<file path="config.mk">
export PLATFORM = sky130hd
export DESIGN_NAME = sequential_divider_flat
export DESIGN_NICKNAME = d
export VERILOG_FILES = /design/src/rtl/sequential_divider_pkg.sv /design/src/rtl/sequential_divider_if.sv /design/src/rtl/sequential_divider_div_step.sv /design/src/rtl/sequential_divider.sv /design/src/flat_wrapper.sv
export SDC_FILE = /design/constraint.sdc
export NUM_CORES = 1
export LEC_CHECK = 0
export ABC_AREA = 1
export CORE_MARGIN = 3
export CORE_UTILIZATION = 51
export DETAILED_ROUTE_END_ITERATION = 16
export PLACE_DENSITY_LB_ADDON = 0.2
export SYNTH_ARGS = -nofsm -noshare
export SYNTH_HDL_FRONTEND = slang
export SYNTH_SLANG_ARGS = --single-unit
</file>
<file path="constraint.sdc">
create_clock -name clk -period 3.55 [get_ports clk]
set_clock_uncertainty 0.2 [all_clocks]
set_input_delay 0.71 -clock clk [delete_from_list [all_inputs] [get_ports clk]]
set_output_delay 0.71 -clock clk [all_outputs]
set_load 0.01 [all_outputs]
</file>
<file path="src/rtl/sequential_divider_pkg.sv">
// +----------------------------------------------------------------------+
// | divider_pkg : shared width, state and vector types for the divider    |
// | Revision    : 1.0                                                     |
// +----------------------------------------------------------------------+
`default_nettype none

package divider_pkg;

  localparam int DW = 4;

  typedef enum logic [1:0] {
    IDLE = 2'd0,
    RUN  = 2'd1,
    DONE = 2'd2
  } div_state_t;

  typedef logic [2*DW-1:0] dividend_t;
  typedef logic [2*DW-1:0] quotient_t;
  typedef logic [DW-1:0]   divisor_t;
  typedef logic [DW-1:0]   rem_t;

endpackage

`default_nettype wire

</file>
<file path="src/rtl/sequential_divider_if.sv">
// +----------------------------------------------------------------------+
// | sequential_divider_if : operand and result valid/ready handshakes     |
// | Revision              : 1.0                                           |
// +----------------------------------------------------------------------+
`default_nettype none

interface sequential_divider_if #(
  parameter int DW = divider_pkg::DW
);

  logic            in_valid;
  logic            in_ready;
  logic [2*DW-1:0] dividend;
  logic [DW-1:0]   divisor;
  logic            out_valid;
  logic            out_ready;
  logic [2*DW-1:0] quotient;
  logic [DW-1:0]   remainder;
  logic            div_by_zero;

  modport master (
    output in_valid, dividend, divisor, out_ready,
    input  in_ready, out_valid, quotient, remainder, div_by_zero
  );

  modport slave (
    input  in_valid, dividend, divisor, out_ready,
    output in_ready, out_valid, quotient, remainder, div_by_zero
  );

endinterface

`default_nettype wire

</file>
<file path="src/rtl/sequential_divider_div_step.sv">
// +----------------------------------------------------------------------+
// | div_step : one combinational restoring-division iteration             |
// | Revision : 1.0                                                        |
// +----------------------------------------------------------------------+
`default_nettype none

module div_step #(
  parameter int DW = divider_pkg::DW
) (
  input  logic [DW:0]   rem_in,
  input  logic          bit_in,
  input  logic [DW-1:0] divisor,
  output logic [DW:0]   rem_out,
  output logic          q_bit
);

  logic [DW:0]   w_shift;
  logic [DW+1:0] w_diff;
  logic          w_borrow;
  logic          w_unused_rem_msb;

  // The incoming MSB is shifted out; a valid partial remainder never needs it.
  assign w_unused_rem_msb = rem_in[DW];

  assign w_shift  = {rem_in[DW-1:0], bit_in};
  assign w_diff   = {1'b0, w_shift} - {2'b00, divisor};
  assign w_borrow = w_diff[DW+1];

  assign q_bit   = ~w_borrow;
  assign rem_out = w_borrow ? w_shift : w_diff[DW:0];

endmodule

`default_nettype wire

</file>
<file path="src/rtl/sequential_divider.sv">
// +----------------------------------------------------------------------+
// | sequential_divider : multi-cycle restoring divider, 2*DW / DW bits    |
// | Option DIV_ZERO_FAST_EN: zero divisor completes one cycle after accept|
// | Revision           : 1.0                                              |
// +----------------------------------------------------------------------+
`default_nettype none

module sequential_divider
  import divider_pkg::*;
#(
  parameter int DW = divider_pkg::DW
) (
  input  logic               clk,
  input  logic               rst_n,
  sequential_divider_if.slave bus
);

  localparam int c_cnt_w = $clog2(2*DW);

  div_state_t          r_state;
  div_state_t          w_state_next;
  logic [c_cnt_w-1:0]  r_cnt;
  logic [DW:0]         r_rem;
  logic [2*DW-1:0]     r_q;
  logic [DW-1:0]       r_divisor;
  logic                r_zero;
  logic [2*DW-1:0]     r_quotient;
  logic [DW-1:0]       r_remainder;
  logic                r_dbz;

  logic                w_in_ready;
  logic                w_out_valid;
  logic                w_accept;
  logic                w_zero_in;
  logic                w_fast;
  logic [DW:0]         w_rem_next;
  logic                w_qbit;

  assign w_accept  = bus.in_valid && (r_state == IDLE);
  assign w_zero_in = (bus.divisor == '0);

`ifdef DIV_ZERO_FAST_EN
  assign w_fast = w_zero_in;
`else
  assign w_fast = 1'b0;
`endif

  div_step #(.DW(DW)) u_step (
    .rem_in  (r_rem),
    .bit_in  (r_q[2*DW-1]),
    .divisor (r_divisor),
    .rem_out (w_rem_next),
    .q_bit   (w_qbit)
  );

  always_ff @(posedge clk or negedge rst_n) begin
    if (!rst_n) r_state <= IDLE;
    else        r_state <= w_state_next;
  end

  always_comb begin
    w_state_next = r_state;
    w_in_ready   = 1'b0;
    w_out_valid  = 1'b0;
    unique case (r_state)
      IDLE: begin
        w_in_ready = 1'b1;
        if (bus.in_valid) w_state_next = w_fast ? DONE : RUN;
      end
      RUN: begin
        if (r_cnt == '0) w_state_next = DONE;
      end
      DONE: begin
        w_out_valid = 1'b1;
        if (bus.out_ready) w_state_next = IDLE;
      end
      default: w_state_next = IDLE;
    endcase
  end

  always_ff @(posedge clk or negedge rst_n) begin
    if (!rst_n) begin
      r_cnt       <= '0;
      r_rem       <= '0;
      r_q         <= '0;
      r_divisor   <= '0;
      r_zero      <= 1'b0;
      r_quotient  <= '0;
      r_remainder <= '0;
      r_dbz       <= 1'b0;
    end else if (w_accept) begin
      r_rem     <= '0;
      r_q       <= bus.dividend;
      r_divisor <= bus.divisor;
      r_zero    <= w_zero_in;
      r_cnt     <= c_cnt_w'(2*DW-1);
      if (w_fast) begin
        r_quotient  <= '1;
        r_remainder <= bus.dividend[DW-1:0];
        r_dbz       <= 1'b1;
      end
    end else if (r_state == RUN) begin
      r_rem <= w_rem_next;
      r_q   <= {r_q[2*DW-2:0], w_qbit};
      // Result registers load only on the final step so they stay stable otherwise.
      if (r_cnt == '0) begin
        r_quotient  <= {r_q[2*DW-2:0], w_qbit};
        r_remainder <= w_rem_next[DW-1:0];
        r_dbz       <= r_zero;
      end else begin
        r_cnt <= r_cnt - 1'b1;
      end
    end
  end

  assign bus.in_ready    = w_in_ready;
  assign bus.out_valid   = w_out_valid;
  assign bus.quotient    = r_quotient;
  assign bus.remainder   = r_remainder;
  assign bus.div_by_zero = r_dbz;

endmodule

`default_nettype wire

</file>
<file path="src/flat_wrapper.sv">
// flat-port wrapper written by rule: the top's interface ports become plain ports
module sequential_divider_flat import divider_pkg::*;
#(
  parameter int DW = divider_pkg::DW
)
  (clk, rst_n, bus_in_valid, bus_dividend, bus_divisor, bus_out_ready, bus_in_ready, bus_out_valid, bus_quotient, bus_remainder, bus_div_by_zero);
  sequential_divider_if #(.DW(DW)) bus_i ();
  input  logic clk;
  input  logic rst_n;
  input wire logic [$bits(bus_i.in_valid)-1:0] bus_in_valid;
  input wire logic [$bits(bus_i.dividend)-1:0] bus_dividend;
  input wire logic [$bits(bus_i.divisor)-1:0] bus_divisor;
  input wire logic [$bits(bus_i.out_ready)-1:0] bus_out_ready;
  output wire logic [$bits(bus_i.in_ready)-1:0] bus_in_ready;
  output wire logic [$bits(bus_i.out_valid)-1:0] bus_out_valid;
  output wire logic [$bits(bus_i.quotient)-1:0] bus_quotient;
  output wire logic [$bits(bus_i.remainder)-1:0] bus_remainder;
  output wire logic [$bits(bus_i.div_by_zero)-1:0] bus_div_by_zero;
  assign bus_i.in_valid = bus_in_valid;
  assign bus_i.dividend = bus_dividend;
  assign bus_i.divisor = bus_divisor;
  assign bus_i.out_ready = bus_out_ready;
  assign bus_in_ready = bus_i.in_ready;
  assign bus_out_valid = bus_i.out_valid;
  assign bus_quotient = bus_i.quotient;
  assign bus_remainder = bus_i.remainder;
  assign bus_div_by_zero = bus_i.div_by_zero;
  sequential_divider #(.DW(DW)) u_core (.clk(clk), .rst_n(rst_n), .bus(bus_i));
endmodule
</file>
# Word-level counts from Yosys, hierarchy flattened
# Index checks and enable logic that the tools add are counted.
# word_totals
reg_bits	35
# classes
muxes	14
add_sub_neg	2
reduce_logical	8
bitwise_logic	2
eq_ne	6
# ops
op	count
8-bit two-way mux	2
4-bit two-way mux	3
3-bit two-way mux	3
2-bit two-way mux	3
2-bit != test, second input constant	3
2-bit one-hot mux with 3 select lines	1
3-bit AND reduction	2
5-bit by 4-bit subtractor with 6-bit output	1
4-bit zero test	1
3-bit zero test	1
3-bit by 1-bit subtractor with 3-bit output, second input constant	1
2-bit by 1-bit == test with 1-bit output, second input constant	1
2-bit == test, second input constant	1
2-bit zero test	1
1-bit two-way mux	2
2-bit by 1-bit != test with 1-bit output, second input constant	1
1-bit NOT	2
2-bit AND reduction	1
2-bit nonzero test	1
1-bit logical AND	1

# Depth between registers and ports, before layout
# Gate-level depths: netlist of run 1.
# depth
word_depth	4
mapped_depth	10
ltp_nobuf	10

# By module
# A second synthesis of run 1 with hierarchy kept.
# hier_totals
hier_cells	217
hier_area_um2	1870.5
# by_module_without_submodules
module	cells_per_inst	n_inst	area_per_inst_um2
sequential_divider	172	1	1612.8
div_step	45	1	257.7

# Worst setup path after synthesis of run 1
# Ideal clock, no wire load.
# synth_timing
path_type	register -> register
from	register u_core.r_q[7]
to	register u_core.r_remainder[2] (netlist: u_core.bus.remainder[2])
setup_ps	116
slack_ps	1899
arrival_time_ps	1335
t_required_ps	3234
stages_incl_launch_ff	10
cell_sequence	dfrtp_1 inv_1 ha_1 inv_1 fa_1 xor2_1 nand2_1 nand2_1 nand2_1 nand2_1
# synth_between
elab_chain_len	2
# synth_rtl
item	line_no	rtl
from (decl)	sequential_divider.sv:24	logic [2*DW-1:0] r_q;
from (signal assigned)	sequential_divider.sv:93	r_q <= bus.dividend;
from (signal assigned)	sequential_divider.sv:104	r_q <= {r_q[2*DW-2:0], w_qbit};
5-bit by 4-bit subtractor with 6-bit output	sequential_divider_div_step.sv:26	assign w_diff = {1'b0, w_shift} - {2'b00, divisor};
4-bit two-way mux	sequential_divider_div_step.sv:30	assign rem_out = w_borrow ? w_shift : w_diff[DW:0];
to (signal assigned)	sequential_divider.sv:99	r_remainder <= bus.dividend[DW-1:0];
to (signal assigned)	sequential_divider.sv:108	r_remainder <= w_rem_next[DW-1:0];
to (decl)	sequential_divider.sv:28	logic [DW-1:0] r_remainder;
# No other way between the ends.
# A chain may end at the register's enable or synchronous reset.

# Final worst setup path of run 1
# layout_timing
from	register u_core.r_state[0]
to	output bus_in_ready
# layout_between
elab_chain_len	2
# layout_rtl
item	line_no	rtl
from (decl)	sequential_divider.sv:20	div_state_t r_state;
from (signal assigned)	sequential_divider.sv:58	else r_state <= w_state_next;
2-bit zero test	sequential_divider.sv:65	unique case (r_state)
1-bit two-way mux	sequential_divider.sv:65	
to (decl)	flat_wrapper.sv:14	output wire logic [$bits(bus_i.in_ready)-1:0] bus_in_ready;
# No other way between the ends.

==> results of run 1 <==
-- synth_stat cells, types with 3 or more instances --
library cell / count
o221ai_1: 6
ha_1: 6
nand2_1: 50
o21ai_2: 7
o21ai_0: 7
nand2_2: 3
nand3_1: 12
nor2_1: 7
buf_6: 3
inv_1: 24
dfrtp_1: 35
o21ai_1: 5
-- path summary, 6_finish.rpt --
path | start | to | cells after the start
hold reg to reg | u_core.bus.quotient[7] | u_core.bus.quotient[7] | 2
setup reg to reg | u_core.r_q[7] | u_core.bus.remainder[2] | 9
min in group asynchronous | rst_n | u_core.r_zero | 2
hold / removal | u_core.bus.quotient[7] | u_core.bus.quotient[7] | 2
setup / recovery | u_core.r_state[0] | bus_in_ready | 2
max in group asynchronous | rst_n | u_core.bus.quotient[0] | 2
-- cells by family after synthesis --
kind of cell,count (synthesis),share of synthesized area
AOI/OAI and AO/OA,29,0.1177
xor gates and xnor gates,1,0.005152
adders and majority gates,7,0.05592
buffers and inverters,31,0.08462
DFF,35,0.5151
and+or+nand+nor,81,0.2215
-- registers in the layout, summed over array words and instances, names as in the netlist --
register	flops
u_core.r_state	2
u_core.r_divisor	4
u_core.r_rem	4
u_core.bus.quotient	8
u_core.r_zero	1
u_core.bus.remainder	4
u_core.r_q	8
u_core.bus.div_by_zero	1
u_core.r_cnt	3
-- area by class of cell --
| class | instances | area, µm² | area share |
|---|---|---|---|
| sequential | 35 | 875.8 | 0.4212 |
| tap | 44 | 55.05 | 0.02647 |
| multi-input combinational | 118 | 680.7 | 0.3273 |
| clock buffer | 7 | 45.04 | 0.02166 |
| inverter | 28 | 110.1 | 0.05295 |
| clock inverter | 1 | 5.005 | 0.002407 |
| timing repair buffer | 31 | 307.8 | 0.1480 |
-- power by group --
group	total (mW)	switching (mW)	leakage, nW	internal (mW)
logic	1.06	0.629	0.560	0.433
registers	0.693	0.106	0.430	0.587
clock network	0.208	0.131	0.0293	0.0772
total	1.96	0.865	1.02	1.10
-- through the flow --
step / cells / total power [mW]
2_1_floorplan: 184 / 1.427
3_3_place_gp: 256 / 1.701
3_5_place_dp: 256 / 1.758
4_1_cts: 264 / 1.971
5_1_grt: 264 / 2.146
6_report: 264 / 1.963
-- critical path: stages (launching register included) --
cell	delay, ps
dfrtp_1	460
nor2_2	190
clkdlybuf4s50_1	560
-- routing by layer --
| layer | vias to the layer above | GRT usage |
|---|---|---|
| li1 | 672 | - |
| met1 | 651 | 0.2459 |
| met2 | 37 | 0.3390 |
| met3 | 7 | 0.05097 |
| met4 | 0 | 0.05121 |
| met5 | - | 0 |
==> results_dict.tcl, run 1 <==
set metrics [dict create \
    routed-wl-met2_mm 1.765 \
    cp_data_required_time_ps 2640 \
    peakVddDrop_v 0.0004618 \
    rsz0062_at_grt "no" \
    port-buffer-count 30 \
    ys.flop_type "dfrtp_1" \
    fill_cells 265 \
    dieArea_um2 4063 \
    cts_hold_buf 0 \
    synth_warnings 0 \
    hpwlAfterDp_mm 2.562 \
    holdWs_ps 290.9 \
    grt_first_pass_wirelength_mm 6.299 \
    synthTopCellsByArea "dfrtp_1, nand2_1, inv_1, ha_1, o21ai_2" \
    leakagePower_nw 1.019 \
    vias_per_cell 5.178 \
    vias 1367 \
    ys_ff_latch 35 \
    endpoint_kind "output port" \
    mostFrequentLayoutCell "nand2_1" \
    cts_buffer_depth 2 \
    cp.arrival_ps 1540 \
    initial_core_util 0.5436 \
    drtAntennaViolNets 0 \
    synth_top_area_cell "dfrtp_1" \
    rrSetupSlack_ps 1740 \
    p_per_area_nw_per_um2 943.9 \
    ctsResizeCount 0 \
    cp-start-kind "register" \
    cts_tree "yes" \
    top_layer_used "met4" \
    io_pins 31 \
    final-hold-violation-count 0 \
    routabilityCongestion 0.8039 \
    drv_slew 0 \
    finalCriticalPeriod_ps 2455 \
    routedLengthMet1_mm 1.559 \
    diodes 0 \
    postCtsSetupBuffers 0 \
    placed_area_um2 2029 \
    synth_area_um2 1700 \
    track_usage 0.1969 \
    core_um2 3128 \
    cts_root_buffer "clkbuf_4" \
    fmax_mhz 407.4 \
    ys_types 27 \
    drc 0 \
    antenna_found_initial 0 \
    async_flop_share 1.000 \
    synthesis.nets 207 \
    grt_max_degree 36 \
    grt.overflow.total 0 \
    maxCapViolCount 0 \
    firstDrtPassIters 4 \
    cts_buffers 5 \
    synth_edf_count 0 \
    ys_seq_area_frac 0.5151 \
    design_area_um2 2079 \
    status "complete, no violations" \
    period_share 0.6914 \
    setup_viol 0 \
    drive_above_1_share 0.1227 \
    die_x_um 63.74 \
    post-place-ws_ps 1466 \
    tightest_slew_ps 442.4 \
    drt_wl_total_mm 3.546 \
    routedWlPerCell_um 13.43 \
    met3_length_um 177 \
    cts-htree-levels 2 \
    rows 20 \
    synthToLayoutAreaGrowth_pct 22.30 \
    synth.top_cell.area_share 0.5151 \
    tns_ps 0 \
    drt_iter0_drc 107 \
    cp_max_fo 4 \
    clock_sink_count 35 \
    worstSkewPairLatency_ps 340 \
    relSlewSlack 0.7051 \
    die_h_um 63.74 \
    critPathKind "reg -> out" \
    syn_avg_cell_area_um2 9.241 \
    cts.reportedPaths.clkPinSlew_ps 110 \
    fin_util 0.6648 \
    hp-class "reg -> reg" \
    syn_inst 184 \
    nets 242 \
    fin_ws_ps 1095 \
    layout_common_cells "nand2_1, dfrtp_1, clkdlybuf4s50_1, inv_1, nand3_1" \
    grt_pass1_vias 1396 \
]
No activity file was read; power rests on OpenSTA's default activity.
==> inputs of run 2 (changes only) <==
--- a/config.mk
+++ b/config.mk
@@ -7,7 +7,7 @@
 export LEC_CHECK = 0
 export ABC_AREA = 1
 export CORE_MARGIN = 3
-export CORE_UTILIZATION = 51
+export CORE_UTILIZATION = 46
 export DETAILED_ROUTE_END_ITERATION = 16
 export PLACE_DENSITY_LB_ADDON = 0.2
 export SYNTH_ARGS = -nofsm -noshare
==> constraint.sdc (replaced) <==
create_clock -name clk -period 2.1 [get_ports clk]
set_clock_uncertainty 0.2 [all_clocks]
set_input_delay 0.42 -clock clk [delete_from_list [all_inputs] [get_ports clk]]
set_output_delay 0.42 -clock clk [all_outputs]
set_load 0.01 [all_outputs]
==> run 2 against run 1 <==
Wire length fell by 2.2%. Sequential power is 69% higher. Utilization shrank 4.8 points. Flip-flop and latch count stayed put. Non-clock buffer count did not move. Highest routed layer unchanged. Sequential share of layout area fell by 0.87 points. Count of clock-buffer cells in the layout is 2 lower. Critical path type unchanged.
==> results_dict.tcl, run 2 (synthesis gave the netlist of run 1 again) <==
set metrics [dict create \
    status "complete, no violations" \
    die_h_um 66.80 \
    fmax_mhz 492.9 \
    fin_cells 266 \
    cts_root_buffer "clkbuf_8" \
    peakVddDrop_v 0.0006945 \
    diodes 0 \
    r2r-end "u_core.bus.remainder[2]" \
    hold_depth 2 \
    io_pins 31 \
    leakagePower_nw 1.043 \
    timing.rr.start "u_core.r_q[7]" \
    design_area_um2 2123 \
    tightest_slew_ps 440.5 \
    cts_buffers 5 \
    track_usage 0.1803 \
    dieArea_um2 4462 \
    nets 242 \
    endpoint_kind "output port" \
    tns_ps 0 \
    routabilityCongestion 0.9274 \
    placed_area_um2 2032 \
    finalCriticalPeriod_ps 2029 \
    initial_core_util 0.4940 \
    drt_iter0_drc 89 \
    cts_tree "yes" \
    core_um2 3442 \
    drt_wl_total_mm 3.467 \
    critPathKind "reg -> out" \
    worstSkewPairLatency_ps 290 \
    mostFrequentLayoutCell "nand2_1" \
    routedWlPerCell_um 13.03 \
    firstDrtPassIters 6 \
    grt_pass1_vias 1295 \
    port-buffer-count 30 \
    rsz0062_at_grt "no" \
    drive_above_1_share 0.1318 \
    cts_buffer_depth 2 \
    vias_per_cell 5.090 \
    holdWs_ps 283.6 \
    rrSetupSlack_ps 320 \
    cp_data_required_time_ps 1480 \
    die_x_um 66.80 \
    r2r_cells 9 \
    drc 0 \
    hp-class "reg -> reg" \
    vias 1354 \
    rows 21 \
    antenna_found_initial 0 \
    drv_slew 0 \
    cp_max_fo 4 \
    cts.reportedPaths.clkPinSlew_ps 70 \
    drtAntennaViolNets 0 \
    grt.overflow.total 0 \
    synthToLayoutAreaGrowth_pct 24.87 \
    grt_max_degree 36 \
    p_per_area_nw_per_um2 1610 \
    worstHoldStart "u_core.bus.quotient[1]" \
    hold_end "u_core.bus.quotient[1]" \
    placed_cells 258 \
    period_share 0.9661 \
    relSlewSlack 0.7064 \
    layout_common_cells "nand2_1, dfrtp_1, clkdlybuf4s50_1, inv_1, nand3_1" \
    setup_viol 0 \
    final-hold-violation-count 0 \
    hpwlAfterDp_mm 2.512 \
    grt_first_pass_wirelength_mm 5.906 \
    clock_sink_count 35 \
    cts-htree-levels 2 \
    cp.arrival_ps 1410 \
    cp-start-kind "register" \
    maxCapViolCount 0 \
]
-- run 2: area by class of cell --
type	count	area (µm²)
clock buffer	5	68.82
clock inverter	3	20.02
fill	308	1319
inverter	28	110.1
multi-input combinational	118	680.7
sequential	35	875.8
tap	46	57.56
timing repair buffer	31	310.3
-- run 2: timing repair --
item,CTS,global route
pin swaps,1,0
setup buffers,0,0
endpoints found under the setup margin,1,1
resized for setup,0,1
gates cloned,0,0
hold buffers,0,0
-- run 2: worst max path at each step --
stage	startpoint	to	slack, ps	cells after the start
2_1_floorplan	u_core.r_q[7]	u_core.bus.remainder[2]	450	9
3_3_place_gp	u_core.r_state[0]	bus_in_ready	330	2
3_5_place_dp	u_core.r_state[0]	bus_in_ready	320	2
4_1_cts	u_core.r_state[0]	bus_in_ready	20	2
5_1_grt	u_core.r_state[1]	bus_out_valid	20	3
6_report	u_core.r_state[0]	bus_out_valid	70	2
-- run 2: routing by layer --
metal / share of wire / vias to the layer above / track usage
met2: 0.49 / 30 / 0.2908
li1: - / 663 / -
met3: 0.049 / 6 / 0.05565
met4: 0.014 / 0 / 0.06091
met5: 0 / - / 0
met1: 0.44 / 655 / 0.2286
-- run 2: worst max-delay path, stage by stage (launching register included) --
cell and delay [ps]:
dfrtp_1 440, nor2_1 130, clkdlybuf4s50_1 550
-- run 2: per-stage QoR --
step	util	worst slack, ps	total power, mW
global placement	0.5903	329.9	2.885
CTS	0.6161	17.09	3.452
global route	0.6169	24.16	3.768
detailed placement	0.5903	315.5	2.964
floorplan	-	448.8	2.412
finish	0.6169	71.15	3.419
-- run 2: power breakdown --
group | internal, mW | switching, mW
clock | 0.230 | 0.243
sequential | 0.995 | 0.171
combinational | 0.725 | 1.05
==> inputs of run 3 (changes only) <==
--- a/config.mk
+++ b/config.mk
@@ -6,10 +6,12 @@
 export NUM_CORES = 1
 export LEC_CHECK = 0
 export ABC_AREA = 1
+export ABC_CLOCK_PERIOD_IN_PS = 2100
 export CORE_MARGIN = 3
 export CORE_UTILIZATION = 46
 export DETAILED_ROUTE_END_ITERATION = 16
 export PLACE_DENSITY_LB_ADDON = 0.2
+export SETUP_SLACK_MARGIN = 0.1
 export SYNTH_ARGS = -nofsm -noshare
 export SYNTH_HDL_FRONTEND = slang
 export SYNTH_SLANG_ARGS = --single-unit
==> run 3 against run 2 <==
Wire length is 0.12% lower. Power is 0.20% lower. Utilization is 0.15 points lower. Flip-flop and latch count stayed put. Setup slack better by 210 ps. Global-route usage hardly changed. Critical path type unchanged. Sequential share of layout area is 0.098 points higher.
==> results_dict.tcl, run 3 (synthesis gave the netlist of run 1 again) <==
set metrics [dict create \
    drive_above_1_share 0.1318 \
    vias 1355 \
    die_h_um 66.80 \
    crit_family "buffers and inverters" \
    power.internal_mw 1.944 \
    grt_pass1_vias 1293 \
    cts.reportedPaths.clkPinSlew_ps 70 \
    critPathKind "reg -> out" \
    nets 242 \
    p_sw_mw 1.468 \
    firstDrtPassIters 4 \
    routedWlPerCell_um 13.02 \
    tightest_slew_ps 434.7 \
    drt_iter0_drc 84 \
    status "complete, no violations" \
    layout_common_cells "nand2_1, dfrtp_1, clkdlybuf4s50_1, inv_1, nand3_1" \
    drt_wl_total_mm 3.463 \
    leakagePower_nw 1.038 \
    placed_cells 258 \
    cp-start-kind "register" \
    fin_util 0.6154 \
    path_cells "clkdlybuf4s50_1" \
    fmax_mhz 550.1 \
    postCtsSetupBuffers 0 \
    post-place-ws_ps 315.5 \
    clockPowerShare 0.139 \
    seqPwrFrac 0.342 \
    synthToLayoutAreaGrowth_pct 24.58 \
    io_pins 31 \
    cpMaxStageDelayCell "clkdlybuf4s50_1" \
    vias_per_cell 5.094 \
    design_area_um2 2118 \
    drtAntennaViolNets 0 \
    rsz0062_at_grt "no" \
    cts_buffer_depth 2 \
    track_usage 0.1806 \
    final-hold-violation-count 0 \
    maxCapViolCount 0 \
    worstHoldStart "u_core.bus.remainder[1]" \
    peakVddDrop_v 0.0006907 \
    finalCriticalPeriod_ps 1818 \
    fin_ws_ps 282.2 \
    switching_share 0.4303 \
    setup_viol 0 \
    power_mw 3.413 \
    power_frac_comb 0.520 \
    rrSetupSlack_ps 320 \
    rows 21 \
    cts_root_buffer "clkbuf_8" \
    fill_cells 306 \
    timing.rr.start "u_core.r_q[7]" \
    antenna_found_initial 0 \
    cp_max_fo 2 \
    mostFrequentLayoutCell "nand2_1" \
    crit_start "u_core.bus.quotient[3]" \
    die_x_um 66.80 \
    fin_cells 266 \
    hp-class "reg -> reg" \
    cp_data_required_time_ps 1480 \
    routabilityCongestion 0.9274 \
    initial_core_util 0.4940 \
    holdWs_ps 284.4 \
    cts_buffers 5 \
    cp.arrival_ps 1200 \
    grt_first_pass_wirelength_mm 5.920 \
    port-buffer-count 30 \
    period_share 0.8656 \
    clock_sink_count 35 \
    p_per_area_nw_per_um2 1611 \
    critPathBufInv 1 \
    core_um2 3442 \
    drc 0 \
    dieArea_um2 4462 \
    endpoint_kind "output port" \
    cpPeakStageDelay_ps 540 \
    grt_max_degree 36 \
    cts_tree "yes" \
    diodes 0 \
    tns_ps 0 \
    hpwlAfterDp_mm 2.512 \
    worstSkewPairLatency_ps 290 \
    grt.overflow.total 0 \
    drv_slew 0 \
    placed_area_um2 2032 \
    cts-htree-levels 2 \
    relSlewSlack 0.7102 \
]
## run 3: cell count changes in the layout (fill, tap and decap cells not counted)
cell | before | now
clkdlybuf4s50_1 | 29 | 28
dlygate4sd2_1 | 0 | 2
dlymetal6s2s_1 | 1 | 0
## run 3: power by group through the flow
| stage | clock [mW] | combinational, mW | sequential [mW] |
|---|---|---|---|
| 6_report | 0.473 | 1.77 | 1.17 |
| 5_1_grt | 0.524 | 2.03 | 1.20 |
| 4_1_cts | 0.485 | 1.79 | 1.16 |
| 3_5_place_dp | 0 | 1.79 | 1.17 |
| 3_3_place_gp | 0 | 1.72 | 1.16 |
| 2_1_floorplan | 0 | 1.22 | 1.20 |
## run 3: worst paths after layout
| kind | endpoint | cells past startpoint |
|---|---|---|
| worst min register to register | u_core.bus.remainder[1] | 2 |
| worst max register to register | u_core.bus.remainder[2] | 9 |
| worst min-delay path | u_core.bus.remainder[1] | 2 |
| min in group asynchronous | u_core.r_zero | 2 |
| max in group asynchronous | u_core.bus.quotient[1] | 2 |
| worst max-delay path | bus_quotient[3] | 1 |
## run 3: repair_timing
| item | in CTS | in global routing |
|---|---|---|
| resized for setup | 2 | 0 |
| setup endpoints to repair | 2 | 0 |
| hold buffers | 0 | 0 |
| endpoints found under the hold margin | 0 | 0 |
## run 3: cell type report
class	count	area (µm²)	share of cell area
Tap cell	46	57.56	0.02717
Clock inverter	3	20.02	0.009451
Sequential cell	35	875.8	0.4135
Timing Repair Buffer	31	305.3	0.1441
Clock buffer	5	68.82	0.03249
Multi-Input combinational cell	118	680.7	0.3213
Inverter	28	110.1	0.05198
## run 3: metal layers
metal / global-route usage / up-vias / routed length [µm]
met5: 0 / - / 0
met4: 0.06091 / 0 / 49
met3: 0.05565 / 6 / 180
li1: - / 663 / -
met2: 0.2896 / 34 / 1699
met1: 0.2308 / 652 / 1533
